--- config.mk ---
export PLATFORM = sky130hd
export DESIGN_NAME = dmem_port_arbiter
export DESIGN_NICKNAME = d
export VERILOG_FILES = /design/src/rtl/rv32_mem_pkg.sv /design/src/rtl/rr_arb2.sv /design/src/rtl/dmem_port_arbiter.sv
export SDC_FILE = /design/constraint.sdc
export NUM_CORES = 1
export LEC_CHECK = 0
export CORE_ASPECT_RATIO = 0.7
export CORE_MARGIN = 5
export CORE_UTILIZATION = 39
export CTS_CLUSTER_DIAMETER = 80
export CTS_CLUSTER_SIZE = 40
export DETAILED_ROUTE_END_ITERATION = 7
export PLACE_DENSITY = 0.87
export SYNTH_ARGS = -nofsm -noshare
export SYNTH_HDL_FRONTEND = slang
export SYNTH_SLANG_ARGS = --single-unit
--- constraint.sdc ---
create_clock -name clk -period 3.66 [get_ports clk]
set_input_delay 0.732 -clock clk [delete_from_list [all_inputs] [get_ports clk]]
set_output_delay 0.732 -clock clk [all_outputs]
set_load 0.01 [all_outputs]
--- src/rtl/rv32_mem_pkg.sv ---
// Shared definitions for the data-memory port arbiter: MemOp encodings,
// arbiter FSM states and requester port indices.
package rv32_mem_pkg;

    typedef enum logic [2:0] {
        MEMOP_LB  = 3'd0,
        MEMOP_LH  = 3'd1,
        MEMOP_LW  = 3'd2,
        MEMOP_LBU = 3'd3,
        MEMOP_LHU = 3'd4,
        MEMOP_SB  = 3'd5,
        MEMOP_SH  = 3'd6,
        MEMOP_SW  = 3'd7
    } mem_op_e;

    typedef enum logic [1:0] {
        ST_IDLE = 2'd0,
        ST_BUSY = 2'd1,
        ST_RESP = 2'd2
    } arb_state_e;

    localparam logic PORT_C = 1'b0;
    localparam logic PORT_L = 1'b1;

    function automatic logic other_port(input logic p);
        return ~p;
    endfunction

endpackage

--- src/rtl/rr_arb2.sv ---
// Two-way round-robin picker: a lone requester always wins, a tie goes to
// the port named by ptr.
module rr_arb2
    import rv32_mem_pkg::*;
(
    input  logic [1:0] req,
    input  logic       ptr,
    output logic       grant_idx,
    output logic       grant_valid
);

    always_comb begin
        grant_valid = |req;
        grant_idx   = ptr;
        if (req == 2'b01)
            grant_idx = PORT_C;
        else if (req == 2'b10)
            grant_idx = PORT_L;
    end

endmodule

--- src/rtl/dmem_port_arbiter.sv ---
// Shares the data memory between the core (C) and the UART loader (L) through
// an IDLE/BUSY/RESP sequencer. Define DMEM_ARB_PERF_EN for perf counters.
module dmem_port_arbiter
    import rv32_mem_pkg::*;
#(
    parameter int ADDR_W = 32,
    parameter int DATA_W = 32
) (
    input  logic              clk,
    input  logic              rst,
    input  logic              c_req,
    input  logic              c_we,
    input  logic [ADDR_W-1:0] c_addr,
    input  logic [DATA_W-1:0] c_wdata,
    input  logic [2:0]        c_memop,
    output logic              c_gnt,
    output logic              c_done,
    output logic [DATA_W-1:0] c_rdata,
    output logic              cpu_stall,
    input  logic              l_req,
    input  logic              l_we,
    input  logic [ADDR_W-1:0] l_addr,
    input  logic [DATA_W-1:0] l_wdata,
    input  logic [2:0]        l_memop,
    output logic              l_gnt,
    output logic              l_done,
    output logic [DATA_W-1:0] l_rdata,
    output logic              mem_wr,
    output logic [2:0]        mem_op,
    output logic [ADDR_W-1:0] mem_addr,
    output logic [DATA_W-1:0] mem_wdata,
    input  logic [DATA_W-1:0] mem_rdata
`ifdef DMEM_ARB_PERF_EN
    ,
    output logic [31:0]       perf_conflict,
    output logic [31:0]       perf_stall
`endif
);

    arb_state_e        state, state_next;
    logic              owner, rr_ptr;
    logic              lat_we;
    logic [ADDR_W-1:0] lat_addr;
    logic [DATA_W-1:0] lat_wdata;
    mem_op_e           lat_memop;
    logic [1:0]        arb_req;
    logic              win_idx, win_valid, load_latch;

    // In RESP only the other port may chain; the owner is about to drop its request.
    always_comb begin
        arb_req = {l_req, c_req};
        if (state == ST_RESP)
            arb_req = (owner == PORT_C) ? {l_req, 1'b0} : {1'b0, c_req};
    end

    rr_arb2 u_rr_arb2 (
        .req         (arb_req),
        .ptr         (rr_ptr),
        .grant_idx   (win_idx),
        .grant_valid (win_valid)
    );

    always_ff @(posedge clk) begin
        if (rst)
            state <= ST_IDLE;
        else
            state <= state_next;
    end

    always_comb begin
        state_next = state;
        load_latch = 1'b0;
        c_gnt      = 1'b0;
        l_gnt      = 1'b0;
        c_done     = 1'b0;
        l_done     = 1'b0;
        mem_addr   = '0;
        mem_wdata  = '0;
        mem_op     = '0;
        case (state)
            ST_IDLE: begin
                if (win_valid) begin
                    state_next = ST_BUSY;
                    load_latch = 1'b1;
                end
            end
            ST_BUSY: state_next = ST_RESP;
            ST_RESP: begin
                state_next = ST_IDLE;
                if (win_valid) begin
                    state_next = ST_BUSY;
                    load_latch = 1'b1;
                end
            end
            default: state_next = ST_IDLE;
        endcase
        if (state == ST_BUSY || state == ST_RESP) begin
            c_gnt     = (owner == PORT_C);
            l_gnt     = (owner == PORT_L);
            mem_addr  = lat_addr;
            mem_wdata = lat_wdata;
            mem_op    = lat_memop;
        end
        if (state == ST_RESP) begin
            c_done = (owner == PORT_C);
            l_done = (owner == PORT_L);
        end
        // Gating with rst aborts a store whose BUSY edge coincides with reset.
        mem_wr    = (state == ST_BUSY) && lat_we && !rst;
        c_rdata   = (c_done && !lat_we) ? mem_rdata : '0;
        l_rdata   = (l_done && !lat_we) ? mem_rdata : '0;
        cpu_stall = c_req && !c_done;
    end

    always_ff @(posedge clk) begin
        if (rst) begin
            owner     <= PORT_C;
            rr_ptr    <= PORT_C;
            lat_we    <= 1'b0;
            lat_addr  <= '0;
            lat_wdata <= '0;
            lat_memop <= MEMOP_LB;
        end else begin
            if (state == ST_RESP)
                rr_ptr <= other_port(owner);
            if (load_latch) begin
                owner <= win_idx;
                if (win_idx == PORT_L) begin
                    lat_we    <= l_we;
                    lat_addr  <= l_addr;
                    lat_wdata <= l_wdata;
                    lat_memop <= mem_op_e'(l_memop);
                end else begin
                    lat_we    <= c_we;
                    lat_addr  <= c_addr;
                    lat_wdata <= c_wdata;
                    lat_memop <= mem_op_e'(c_memop);
                end
            end
        end
    end

`ifdef DMEM_ARB_PERF_EN
    always_ff @(posedge clk) begin
        if (rst) begin
            perf_conflict <= '0;
            perf_stall    <= '0;
        end else begin
            if (c_req && l_req && state != ST_BUSY && perf_conflict != 32'hFFFF_FFFF)
                perf_conflict <= perf_conflict + 32'd1;
            if (cpu_stall && perf_stall != 32'hFFFF_FFFF)
                perf_stall <= perf_stall + 32'd1;
        end
    end
`endif

endmodule

; Word level (Yosys, flattened, before mapping)
; Cells that the tools add are included.
; W data, S select, Z words.
[op_classes]
add_sub_neg = 0
mul = 0
div_mod_pow = 0
n_lt_le_gt_ge = 0
eq_ne = 5
shifts = 0
n_mux = 22
n_bitwise = 1
n_reduce_logical = 12
[ops]
columns = operator, count
row1 = $mux W32, 6
row2 = $mux W1, 10
row3 = $mux W2, 3
row4 = $mux W3, 2
row5 = $pmux W2 S3, 1
row6 = $logic_and A1 B1 Y1, 5
row7 = $eq A2 B1 Y1 const B, 2
row8 = $eq A2 B2 Y1 const B, 2
row9 = $reduce_or A2 Y1, 2
row10 = $logic_not A1 Y1, 3
row11 = $logic_not A2 Y1, 1
row12 = $ne A2 B1 Y1 const B, 1
row13 = $logic_or A1 B1 Y1, 1
row14 = $not A1 Y1, 1
[word_totals]
reg_bits = 72
latchBits = 0
ram_bits = 0
mem_bits_ro = 0
inputBits = 172
output_inout_bits = 137
elab_cells = 47
n_memories = 0

; Depth between registers and ports, before layout
; Gate-level depths: netlist (run 1).
[depth]
word_depth = 6
mapped_depth = 10
mapped_depth_nobuf = 7

; Modules after synthesis
; A second synthesis (run 1) with hierarchy kept.
[hier_totals]
cells_unflattened = 485
hier_area_um2 = 4194.0
[modules_own_cells]
columns = mod, n_inst, cells_per_inst, area_per_inst_um2, seq_area_each_um2
row1 = dmem_port_arbiter, 1, 482, 4172.8, 1441.4
row2 = rr_arb2, 1, 3, 21.3, 0.0

; Worst setup path after synthesis (run 1)
; Ideal clock, no wire load.
[synth_timing]
path_kind = register to output
startpoint = reg state[0]
endpoint = out l_rdata[10]
t_arrival_ns = 1.520
required_ns = 2.928
setup_slack_ns = 1.408
path_stages_with_launch = 8
path_buffers = 2
path_cell_list = dfxtp_1 inv_1 ha_1 buf_4 and2_1 nor2b_1 clkbuf_1 and2_1
[synth_between]
elab_chain_cells = 4
[synth_lines]
columns = element, line_no
row1 = from (decl), dmem_port_arbiter.sv:40  ; arb_state_e state, state_next;
row2 = from (signal assigned), dmem_port_arbiter.sv:67  ; state <= state_next;
row3 = $eq A2 B2 Y1, dmem_port_arbiter.sv:104  ; if (state == ST_RESP) begin
row4 = $mux W1, dmem_port_arbiter.sv:104
row5 = via l_done, dmem_port_arbiter.sv:26  ; output logic l_done,
row6 = $logic_and A1 B1 Y1, dmem_port_arbiter.sv:111  ; l_rdata = (l_done && !lat_we) ? mem_rdata : '0;
row7 = $mux W32, dmem_port_arbiter.sv:111
row8 = to (decl), dmem_port_arbiter.sv:27  ; output logic [DATA_W-1:0] l_rdata,
; The timed path passes the listed nets, and every way through them passes these cells.

; Final worst setup path (run 1)
[layout_timing]
startpoint = reg state[0]
endpoint = out c_rdata[30]
[layout_between]
elab_chain_cells = 4
[layout_lines]
columns = element, line_no
row1 = $eq A2 B2 Y1, dmem_port_arbiter.sv:104
row2 = $mux W1, dmem_port_arbiter.sv:104
row3 = $logic_and A1 B1 Y1, dmem_port_arbiter.sv:110  ; c_rdata = (c_done && !lat_we) ? mem_rdata : '0;
row4 = $mux W32, dmem_port_arbiter.sv:110
row5 = to (decl), dmem_port_arbiter.sv:18  ; output logic [DATA_W-1:0] c_rdata,
; No other way between the ends.

==> results of run 1 <==
==> worst max-delay path by stage <==
stage	from	to	slack, ns
finish	state[0]	c_rdata[30]	0.39
global route	state[0]	c_rdata[30]	0.22
CTS	state[0]	c_rdata[30]	0.37
detailed placement	c_req	lat_wdata[10]	0.60
global placement	c_req	cpu_stall	0.74
floorplan	state[0]	l_rdata[10]	1.41
==> power groups by stage <==
stage / clock network [mW] / logic [mW] / registers [mW]
final: 0.840 / 1.28 / 1.01
after global routing: 0.895 / 1.38 / 1.03
after CTS: 0.857 / 1.28 / 1.01
after detailed placement: 0 / 1.27 / 1.02
after global placement: 0 / 1.24 / 1.01
after floorplan: 0 / 0.701 / 0.997
==> cells by family after synthesis <==
group           count (synthesis)  synth area share [%]
flops                          72                 31.12
mux                             1                0.2161
compound gates                217                 34.06
simple gates                  217                 25.39
buf+inv                        78                 7.860
fa+ha+maj                       5                 1.351
==> registers in the layout, indices dropped and copies added (netlist names) <==
name,flops
lat_addr,32
lat_wdata,32
lat_memop,3
state,2
lat_we,1
owner,1
rr_ptr,1
==> layer usage <==
layer / global-route usage, % / vias to the layer above / share of wire (%)
li1: - / 2661 / -
met1: 33.78 / 2644 / 40
met2: 42.87 / 322 / 48
met3: 8.353 / 24 / 11
met4: 4.765 / 0 / 1.3
met5: 0 / - / 0
==> cells in the final DEF (no fill, tap or decap), types with 3 or more instances in the layout <==
master / n
nor2b_1: 3
buf_4: 6
inv_1: 4
o21ai_1: 4
and2_1: 134
clkdlybuf4s50_1: 307
clkinv_2: 3
a41oi_1: 68
ha_1: 4
a211oi_1: 62
buf_12: 6
a211oi_2: 6
o21ai_0: 66
clkbuf_1: 3
dfxtp_1: 72
clkbuf_16: 9
nor2_1: 73
a21oi_1: 3
==> critical path: stages (launching register included) <==
cell,delay [ns]
dfxtp_1,0.34
inv_1,0.12
ha_1,0.34
nand2b_1,0.22
nor2_1,0.14
buf_4,0.27
and2_1,0.22
clkdlybuf4s50_1,0.56
==> final cells by class <==
| class | instances | area (um^2) |
|---|---|---|
| Clock buffer | 12 | 236.5 |
| Clock inverter | 4 | 45.04 |
| Fill cell | 918 | 3641 |
| Inverter | 5 | 18.77 |
| Multi-Input combinational cell | 440 | 2863 |
| Sequential cell | 72 | 1441 |
| Tap cell | 157 | 196.4 |
| Timing Repair Buffer | 320 | 3243 |
==> flow_metrics.env, run 1 <==
export IMPL_setup_violations_final=0
export IMPL_syn_to_final_growth_pct=73.66
export IMPL_period_share_pct=89.42
export IMPL_dpl_cell_area_um2=7762
export IMPL_cts_tree="done"
export IMPL_rsz0062_at_grt="no"
export IMPL_clk_pin_slew_ns=0.05
export IMPL_stdcell_area_um2=8044
export IMPL_syn_area_um2=4632
export IMPL_swShare_pct=32.52
export IMPL_die_x_um=140.3
export IMPL_vias=5651
export IMPL_synth_most_common_cell="and2_1"
export IMPL_die_area_um2=14190
export IMPL_worstHoldPathCells=2
export IMPL_cts_max_level=3
export IMPL_r2r_cells=8
export IMPL_synthArstFlopShare_pct=0
export IMPL_drv_cap=0
export IMPL_leakagePower_nw=2.852
export IMPL_hp_class="register to register"
export IMPL_synth_commonest_cells="and2_1, nor2_1, dfxtp_1"
export IMPL_post_cts_buffers=0
export IMPL_r2r_end="lat_wdata[10]"
export IMPL_die_height_um=101.2
export IMPL_critical_path_arrival_ns=2.54
export IMPL_status="completed"
export IMPL_end_kind="output pin"
export IMPL_io_pins=309
export IMPL_start_kind="register"
export IMPL_worstPathRequired_ns=2.93
export IMPL_dp_cells=994
export IMPL_grt_usage_pct=25.91
export IMPL_slew_violations=0
export IMPL_synth_cell_type_count=31
export IMPL_clk_latency_ns=0.32
export IMPL_cts_sinks=72
export IMPL_crit_path_max_fanout=32
export IMPL_final_nets=1025
export IMPL_seqPwrFrac_pct=32.3
export IMPL_holdWs_ns=0.4902
export IMPL_pwr_share_clk_pct=26.8
export IMPL_ctsHoldBuffers=0
export IMPL_drtIter0Drc=304
export IMPL_layout_drive_gt1_share_pct=4.924
export IMPL_final_util_pct=68.84
export IMPL_hold_path_startpoint="lat_addr[12]"
export IMPL_tns_ns=0
export IMPL_p_int_mw=2.110
export IMPL_min_to="lat_addr[12]"
export IMPL_clockRootBuffer="clkbuf_16"
export IMPL_io_buffers=308
export IMPL_grt_pass1_vias=5524
export IMPL_n_antenna_cell=0
export IMPL_antenna_left=0
export IMPL_power_total_mw=3.127
export IMPL_avgSynthCellArea_um2=7.851
export IMPL_powerDensity_nw_per_um2=388.8
export IMPL_synth_seq_area_share_pct=31.12
export IMPL_period_minus_slack_ns=3.273
export IMPL_placement_rows=33
export IMPL_p_sw_mw=1.017
export IMPL_crit_type="register to output pin"
export IMPL_start_util_pct=39.64
export IMPL_stdcell_count=1010
export IMPL_grt_remaining_overflow=0
export IMPL_synth_area_leader_cell="dfxtp_1"
export IMPL_grt_max_degree=73
export IMPL_place_worst_setup_slack_ns=0.5991
export IMPL_clock_fmax_ghz=0.3055
export IMPL_via_per_inst=5.595
export IMPL_grt_first_pass_wirelength_mm=30.10
export IMPL_ys_top_cells_by_area="dfxtp_1, and2_1, a41oi_1"
export IMPL_tightest_slew_ns=0.8416
export IMPL_clk_path_buf_depth=2
export IMPL_finalClockSkew_ns=0.007339
export IMPL_yosys_register_bits=72
export IMPL_place_hpwl_mm=14.09
export IMPL_finalHoldViolations=0
export IMPL_routed_wl_mm=19.73
export IMPL_cts_resized=0
export IMPL_ys_warn_count=0
export IMPL_grt_antenna_before_repair=0
export IMPL_core_area_um2=11690
export IMPL_cts_buffers=9
export IMPL_syn_nets=767
export IMPL_drtPass1Iterations=5
export IMPL_fin_ws_ns=0.3871
export IMPL_syn_inst=590
export IMPL_ir_drop_mv=0.2495
export IMPL_synth_edff_count=0
export IMPL_power_frac_comb_pct=40.9
export IMPL_synth_top_area_share_pct=31.12
export IMPL_route_detailed_drc=0
export IMPL_r2r_start="state[0]"
export IMPL_synth_flop_cell="dfxtp_1"
export IMPL_reg2reg_slack_ns=1.16
export IMPL_wl_per_cell_um=19.54
export IMPL_maxSlewHeadroom_pct=43.90
export IMPL_routabilityCongestion=0.9105
Note: power is estimated with default switching activity, not from simulation.
==> run 2: changes to the inputs <==
--- a/config.mk
+++ b/config.mk
@@ -7,11 +7,11 @@
 export LEC_CHECK = 0
 export CORE_ASPECT_RATIO = 0.7
 export CORE_MARGIN = 5
-export CORE_UTILIZATION = 39
+export CORE_UTILIZATION = 33
 export CTS_CLUSTER_DIAMETER = 80
 export CTS_CLUSTER_SIZE = 40
 export DETAILED_ROUTE_END_ITERATION = 7
-export PLACE_DENSITY = 0.87
+export PLACE_DENSITY = 0.78
 export SYNTH_ARGS = -nofsm -noshare
 export SYNTH_HDL_FRONTEND = slang
 export SYNTH_SLANG_ARGS = --single-unit
==> constraint.sdc (replaced) <==
create_clock -name clk -period 2.7 [get_ports clk]
set_input_delay 0.54 -clock clk [delete_from_list [all_inputs] [get_ports clk]]
set_output_delay 0.54 -clock clk [all_outputs]
set_load 0.01 [all_outputs]
==> run 2 against run 1 <==
Register-to-register slack lost 0.62 ns. Utilization is 7.9 points lower. Flip-flop and latch count unchanged. Clock power rose by 57%. Setup slack worse by 0.31 ns. Non-clock buffer count grew 13. Wire length is essentially flat. Global-route usage down 4.3 points. Worst hold slack improved by 0.0014 ns. Die area grew 17%. Final area is 4.8% higher. Count of clock-buffer cells in the layout unchanged. Highest routed layer unchanged.
==> flow_metrics.env, run 2 (same netlist as run 1, synthesis figures left out) <==
export IMPL_p_sw_mw=1.410
export IMPL_clock_fmax_ghz=0.3811
export IMPL_grt_usage_pct=21.60
export IMPL_period_minus_slack_ns=2.624
export IMPL_period_share_pct=97.19
export IMPL_grt_remaining_overflow=0
export IMPL_layout_drive_gt1_share_pct=6.928
export IMPL_grt_pass1_vias=5017
export IMPL_finalClockSkew_ns=0.004658
export IMPL_tns_ns=0
export IMPL_drtIter0Drc=275
export IMPL_placement_rows=36
export IMPL_maxSlewHeadroom_pct=41.15
export IMPL_cts_max_level=3
export IMPL_clk_latency_ns=0.32
export IMPL_place_worst_setup_slack_ns=0.2179
export IMPL_n_antenna_cell=0
export IMPL_leakagePower_nw=3.613
export IMPL_core_area_um2=13830
export IMPL_wl_per_cell_um=18.69
export IMPL_route_detailed_drc=0
export IMPL_status="completed"
export IMPL_slew_violations=0
export IMPL_place_hpwl_mm=14.17
export IMPL_clk_pin_slew_ns=0.06
export IMPL_hp_class="register to register"
export IMPL_routabilityCongestion=0.7868
export IMPL_pwr_share_clk_pct=29.5
export IMPL_final_nets=1038
export IMPL_p_int_mw=3.065
export IMPL_powerDensity_nw_per_um2=530.8
export IMPL_grt_first_pass_wirelength_mm=28.31
export IMPL_die_x_um=151.6
export IMPL_crit_path_max_fanout=32
export IMPL_drtPass1Iterations=5
export IMPL_io_buffers=308
export IMPL_critical_path_arrival_ns=2.08
export IMPL_io_pins=309
export IMPL_finalHoldViolations=0
export IMPL_end_kind="output pin"
export IMPL_setup_violations_final=0
export IMPL_drv_cap=0
export IMPL_power_frac_comb_pct=40.1
export IMPL_fin_ws_ns=0.07590
export IMPL_vias=5495
export IMPL_antenna_left=0
export IMPL_seqPwrFrac_pct=30.4
export IMPL_crit_type="register to output pin"
export IMPL_ir_drop_mv=0.3229
export IMPL_cts_sinks=72
export IMPL_cts_buffers=9
export IMPL_grt_antenna_before_repair=0
export IMPL_via_per_inst=5.204
export IMPL_worstPathRequired_ns=2.16
export IMPL_final_cell_mix="clkdlybuf4s50_1, and2_1, nor2_1, dfxtp_1, a41oi_1"
export IMPL_clockRootBuffer="clkbuf_16"
export IMPL_syn_to_final_growth_pct=82.01
export IMPL_ctsHoldBuffers=0
export IMPL_power_total_mw=4.475
export IMPL_clk_path_buf_depth=2
export IMPL_final_common_cell="clkdlybuf4s50_1"
export IMPL_die_area_um2=16540
export IMPL_tightest_slew_ns=0.8827
export IMPL_die_height_um=109.1
export IMPL_start_util_pct=33.50
export IMPL_reg_largest_list="lat_addr (32), lat_wdata (32), lat_memop (3)"
export IMPL_routed_wl_mm=19.74
export IMPL_grt_max_degree=73
export IMPL_swShare_pct=31.51
export IMPL_start_kind="register"
export IMPL_cts_tree="done"
-- run 2: cell types whose count changed in the layout (fill, tap and decap cells not counted), sizes merged, moves of 2 or more --
cell	change
dlymetal6s2s	+33
clkinv	-2
dlygate4sd2	+9
buf	+12
clkdlybuf4s50	-42
-- run 2: layout make-up --
type / count / area, um^2
Fill cell: 1267 / 5398
Inverter: 5 / 18.77
Tap cell: 190 / 237.7
Clock inverter: 4 / 76.32
Sequential cell: 72 / 1441
Clock buffer: 12 / 256.5
Multi-Input combinational cell: 440 / 2883
Timing Repair Buffer: 333 / 3517
-- run 2: worst paths after layout --
check                                 start             to  slack [ns]  cells after the start
worst max-delay path               state[0]    c_rdata[26]        0.08                      7
worst min register to register  lat_addr[4]    lat_addr[4]        0.49                      2
worst min-delay path            lat_addr[4]    lat_addr[4]        0.49                      2
worst max register to register     state[0]  lat_wdata[20]        0.54                      8
-- run 2: metal layers --
metal	track usage [%]	vias up	part of all wire [%]
met1	29.51	2569	42
met4	3.846	0	1.1
met2	33.22	227	46
met3	7.727	17	10
met5	0	-	0
li1	-	2682	-
-- run 2: repair_timing --
item                       in CTS  in global routing
pin swaps                       0                  0
cloned                          0                  1
setup endpoints to repair      33                 99
gates resized for setup        11                 36
buffers inserted                0                  0
-- run 2: worst max-delay path, stage by stage, from the launching register on --
cell and delay, ns:
dfxtp_1 0.34, inv_2 0.10, ha_1 0.18, nand2b_1 0.11, nor2_2 0.14, buf_12 0.18, and2_1 0.15, clkdlybuf4s50_1 0.54
-- run 2: power groups by stage --
| stage | Clock [mW] | Sequential, mW | Combinational [mW] |
|---|---|---|---|
| floorplan | 0 | 1.35 | 0.951 |
| global placement | 0 | 1.37 | 1.78 |
| CTS | 1.35 | 1.36 | 1.80 |
| detailed placement | 0 | 1.38 | 1.79 |
| global route | 1.41 | 1.39 | 1.94 |
| finish | 1.32 | 1.36 | 1.79 |
-- run 2: stage by stage --
| stage | cells | hold WS [ns] | util (%) | area [um^2] |
|---|---|---|---|---|
| floorplan | 590 | 0.4736 | - | 4632 |
| global placement | 1039 | 0.4832 | 57.72 | 7981 |
| detailed placement | 1039 | 0.4871 | 57.72 | 7981 |
| CTS | 1055 | 0.4949 | 60.08 | 8308 |
| global route | 1056 | 0.5040 | 60.97 | 8431 |
| finish | 1056 | 0.4916 | 60.97 | 8431 |
==> run 3: changes to the inputs <==
--- a/config.mk
+++ b/config.mk
@@ -5,13 +5,14 @@
 export SDC_FILE = /design/constraint.sdc
 export NUM_CORES = 1
 export LEC_CHECK = 0
+export CAP_MARGIN = 20
 export CORE_ASPECT_RATIO = 0.7
 export CORE_MARGIN = 5
 export CORE_UTILIZATION = 33
 export CTS_CLUSTER_DIAMETER = 80
 export CTS_CLUSTER_SIZE = 40
 export DETAILED_ROUTE_END_ITERATION = 7
-export PLACE_DENSITY = 0.78
+export PLACE_DENSITY = 0.75
 export SYNTH_ARGS = -nofsm -noshare
 export SYNTH_HDL_FRONTEND = slang
 export SYNTH_SLANG_ARGS = --single-unit
==> run 3 against run 2 <==
Setup slack better by 0.0047 ns. Count of clock-buffer cells in the layout is 1 higher. Flip-flop and latch count is the same. Maximum frequency is 0.18% higher. Highest routed layer unchanged. Largest power group unchanged. Combinational power barely moved. Clock skew up 0.0011 ns.
==> flow_metrics.env, run 3 (same netlist as run 1, synthesis figures left out) <==
export IMPL_core_area_um2=13830
export IMPL_crit_path_max_fanout=17
export IMPL_cts_max_level=3
export IMPL_path_buf_inv=3
export IMPL_slew_violations=0
export IMPL_grt_first_pass_wirelength_mm=29.81
export IMPL_status="completed"
export IMPL_powerDensity_nw_per_um2=521.2
export IMPL_crit_type="register to output pin"
export IMPL_hp_class="register to register"
export IMPL_critical_path_max_stage_delay_ns=0.54
export IMPL_cts_sinks=72
export IMPL_grt_remaining_overflow=0
export IMPL_routabilityCongestion=0.8439
export IMPL_worstPathRequired_ns=2.16
export IMPL_die_area_um2=16540
export IMPL_crit_family="buffers and inverters"
export IMPL_route_detailed_drc=0
export IMPL_clk_latency_ns=0.33
export IMPL_final_util_pct=60.98
export IMPL_reg_largest_list="lat_addr (32), lat_wdata (32), lat_memop (3)"
export IMPL_final_common_cell="clkdlybuf4s50_1"
export IMPL_power_total_mw=4.396
export IMPL_layout_drive_gt1_share_pct=7.151
export IMPL_crit_chain="inv_2 -> ha_2 -> nand2b_1 -> nor2_2 -> buf_6 -> and2_1 -> clkdlybuf4s50_1"
export IMPL_start_util_pct=33.50
export IMPL_start_kind="register"
export IMPL_wl_per_cell_um=19.50
export IMPL_grt_antenna_before_repair=0
export IMPL_clk_path_buf_depth=2
export IMPL_end_kind="output pin"
export IMPL_ctsHoldBuffers=0
export IMPL_drtIter0Drc=313
export IMPL_clk_pin_slew_ns=0.06
export IMPL_io_pins=309
export IMPL_grt_max_degree=73
export IMPL_io_buffers=308
export IMPL_antenna_left=0
export IMPL_vias=5601
export IMPL_n_antenna_cell=0
export IMPL_cts_tree="done"
export IMPL_leakagePower_nw=3.848
export IMPL_tightest_slew_ns=0.8685
export IMPL_maxSlewHeadroom_pct=42.10
export IMPL_holdWs_ns=0.4919
export IMPL_finalHoldViolations=0
export IMPL_die_height_um=109.1
export IMPL_period_share_pct=97.01
export IMPL_grt_pass1_vias=5232
export IMPL_drtPass1Iterations=4
export IMPL_final_nets=1039
export IMPL_drv_cap=0
export IMPL_ir_drop_mv=0.3072
export IMPL_via_per_inst=5.299
export IMPL_routed_wl_mm=20.62
export IMPL_clockRootBuffer="clkbuf_16"
export IMPL_finalClockSkew_ns=0.005728
export IMPL_die_x_um=151.6
export IMPL_period_minus_slack_ns=2.619
export IMPL_placement_rows=36
export IMPL_clock_fmax_ghz=0.3818
export IMPL_setup_violations_final=0
export IMPL_cts_buffers=9
export IMPL_critical_path_arrival_ns=2.08
export IMPL_syn_to_final_growth_pct=82.06
export IMPL_critPathSlowestCell="clkdlybuf4s50_1"
export IMPL_final_cell_mix="clkdlybuf4s50_1, and2_1, nor2_1, dfxtp_1, a41oi_1"
export IMPL_place_hpwl_mm=14.53
export IMPL_grt_usage_pct=22.76
==> run 3: power breakdown <==
| group | total (mW) | switching (mW) | internal (mW) |
|---|---|---|---|
| Sequential | 1.36 | 0.0949 | 1.26 |
| Combinational | 1.82 | 0.877 | 0.947 |
| Clock | 1.21 | 0.448 | 0.764 |
| Total | 4.40 | 1.42 | 2.98 |
==> run 3: per-layer routing <==
metal,part of all wire (%),up-vias,wire (um),global-route usage [%]
li1,-,2686,-,-
met1,43,2659,8862,31.30
met2,46,239,9387,35.09
met3,11,17,2197,8.434
met4,0.81,0,168,2.885
met5,0,-,0,0
==> run 3: layout make-up <==
class,count,area (um^2)
Clock buffer,13,260.3
Sequential cell,72,1441
Tap cell,190,237.7
Timing Repair Buffer,334,3547
Clock inverter,3,40.04
Inverter,5,18.77
Fill cell,1237,5395
Multi-Input combinational cell,440,2888
==> run 3: through the flow <==
step	setup WS [ns]	instance area, um^2	setup TNS, ns	cells
2_1_floorplan	0.6399	4632	0	590
3_5_place_dp	0.2653	7936	0	1038
5_1_grt	-0.03195	8433	-0.1932	1057
4_1_cts	0.0002249	8234	0	1054
3_3_place_gp	0.3299	7936	0	1038
6_report	0.08061	8433	0	1057
==> run 3: worst min-delay path, delay by kind of cell (launching register included) <==
kind / cells / cell delay, ns
AO/OA/AOI/OAI: 1 / 0.05
flip-flops: 1 / 0.30
AND/OR/NAND/NOR: 1 / 0.09
==> run 3: final timing paths <==
check	start	endpoint	slack [ns]	cells after the start
setup / recovery	state[0]	c_rdata[13]	0.08	7
hold / removal	lat_wdata[29]	lat_wdata[29]	0.49	2
setup reg to reg	state[0]	lat_addr[7]	0.69	8
hold reg to reg	lat_wdata[29]	lat_wdata[29]	0.49	2
==> run 3: what timing repair did <==
action,CTS,global route
pin swaps,0,0
cloned,0,2
buffers inserted,0,1
resized for setup,14,53
endpoints found under the setup margin,39,113
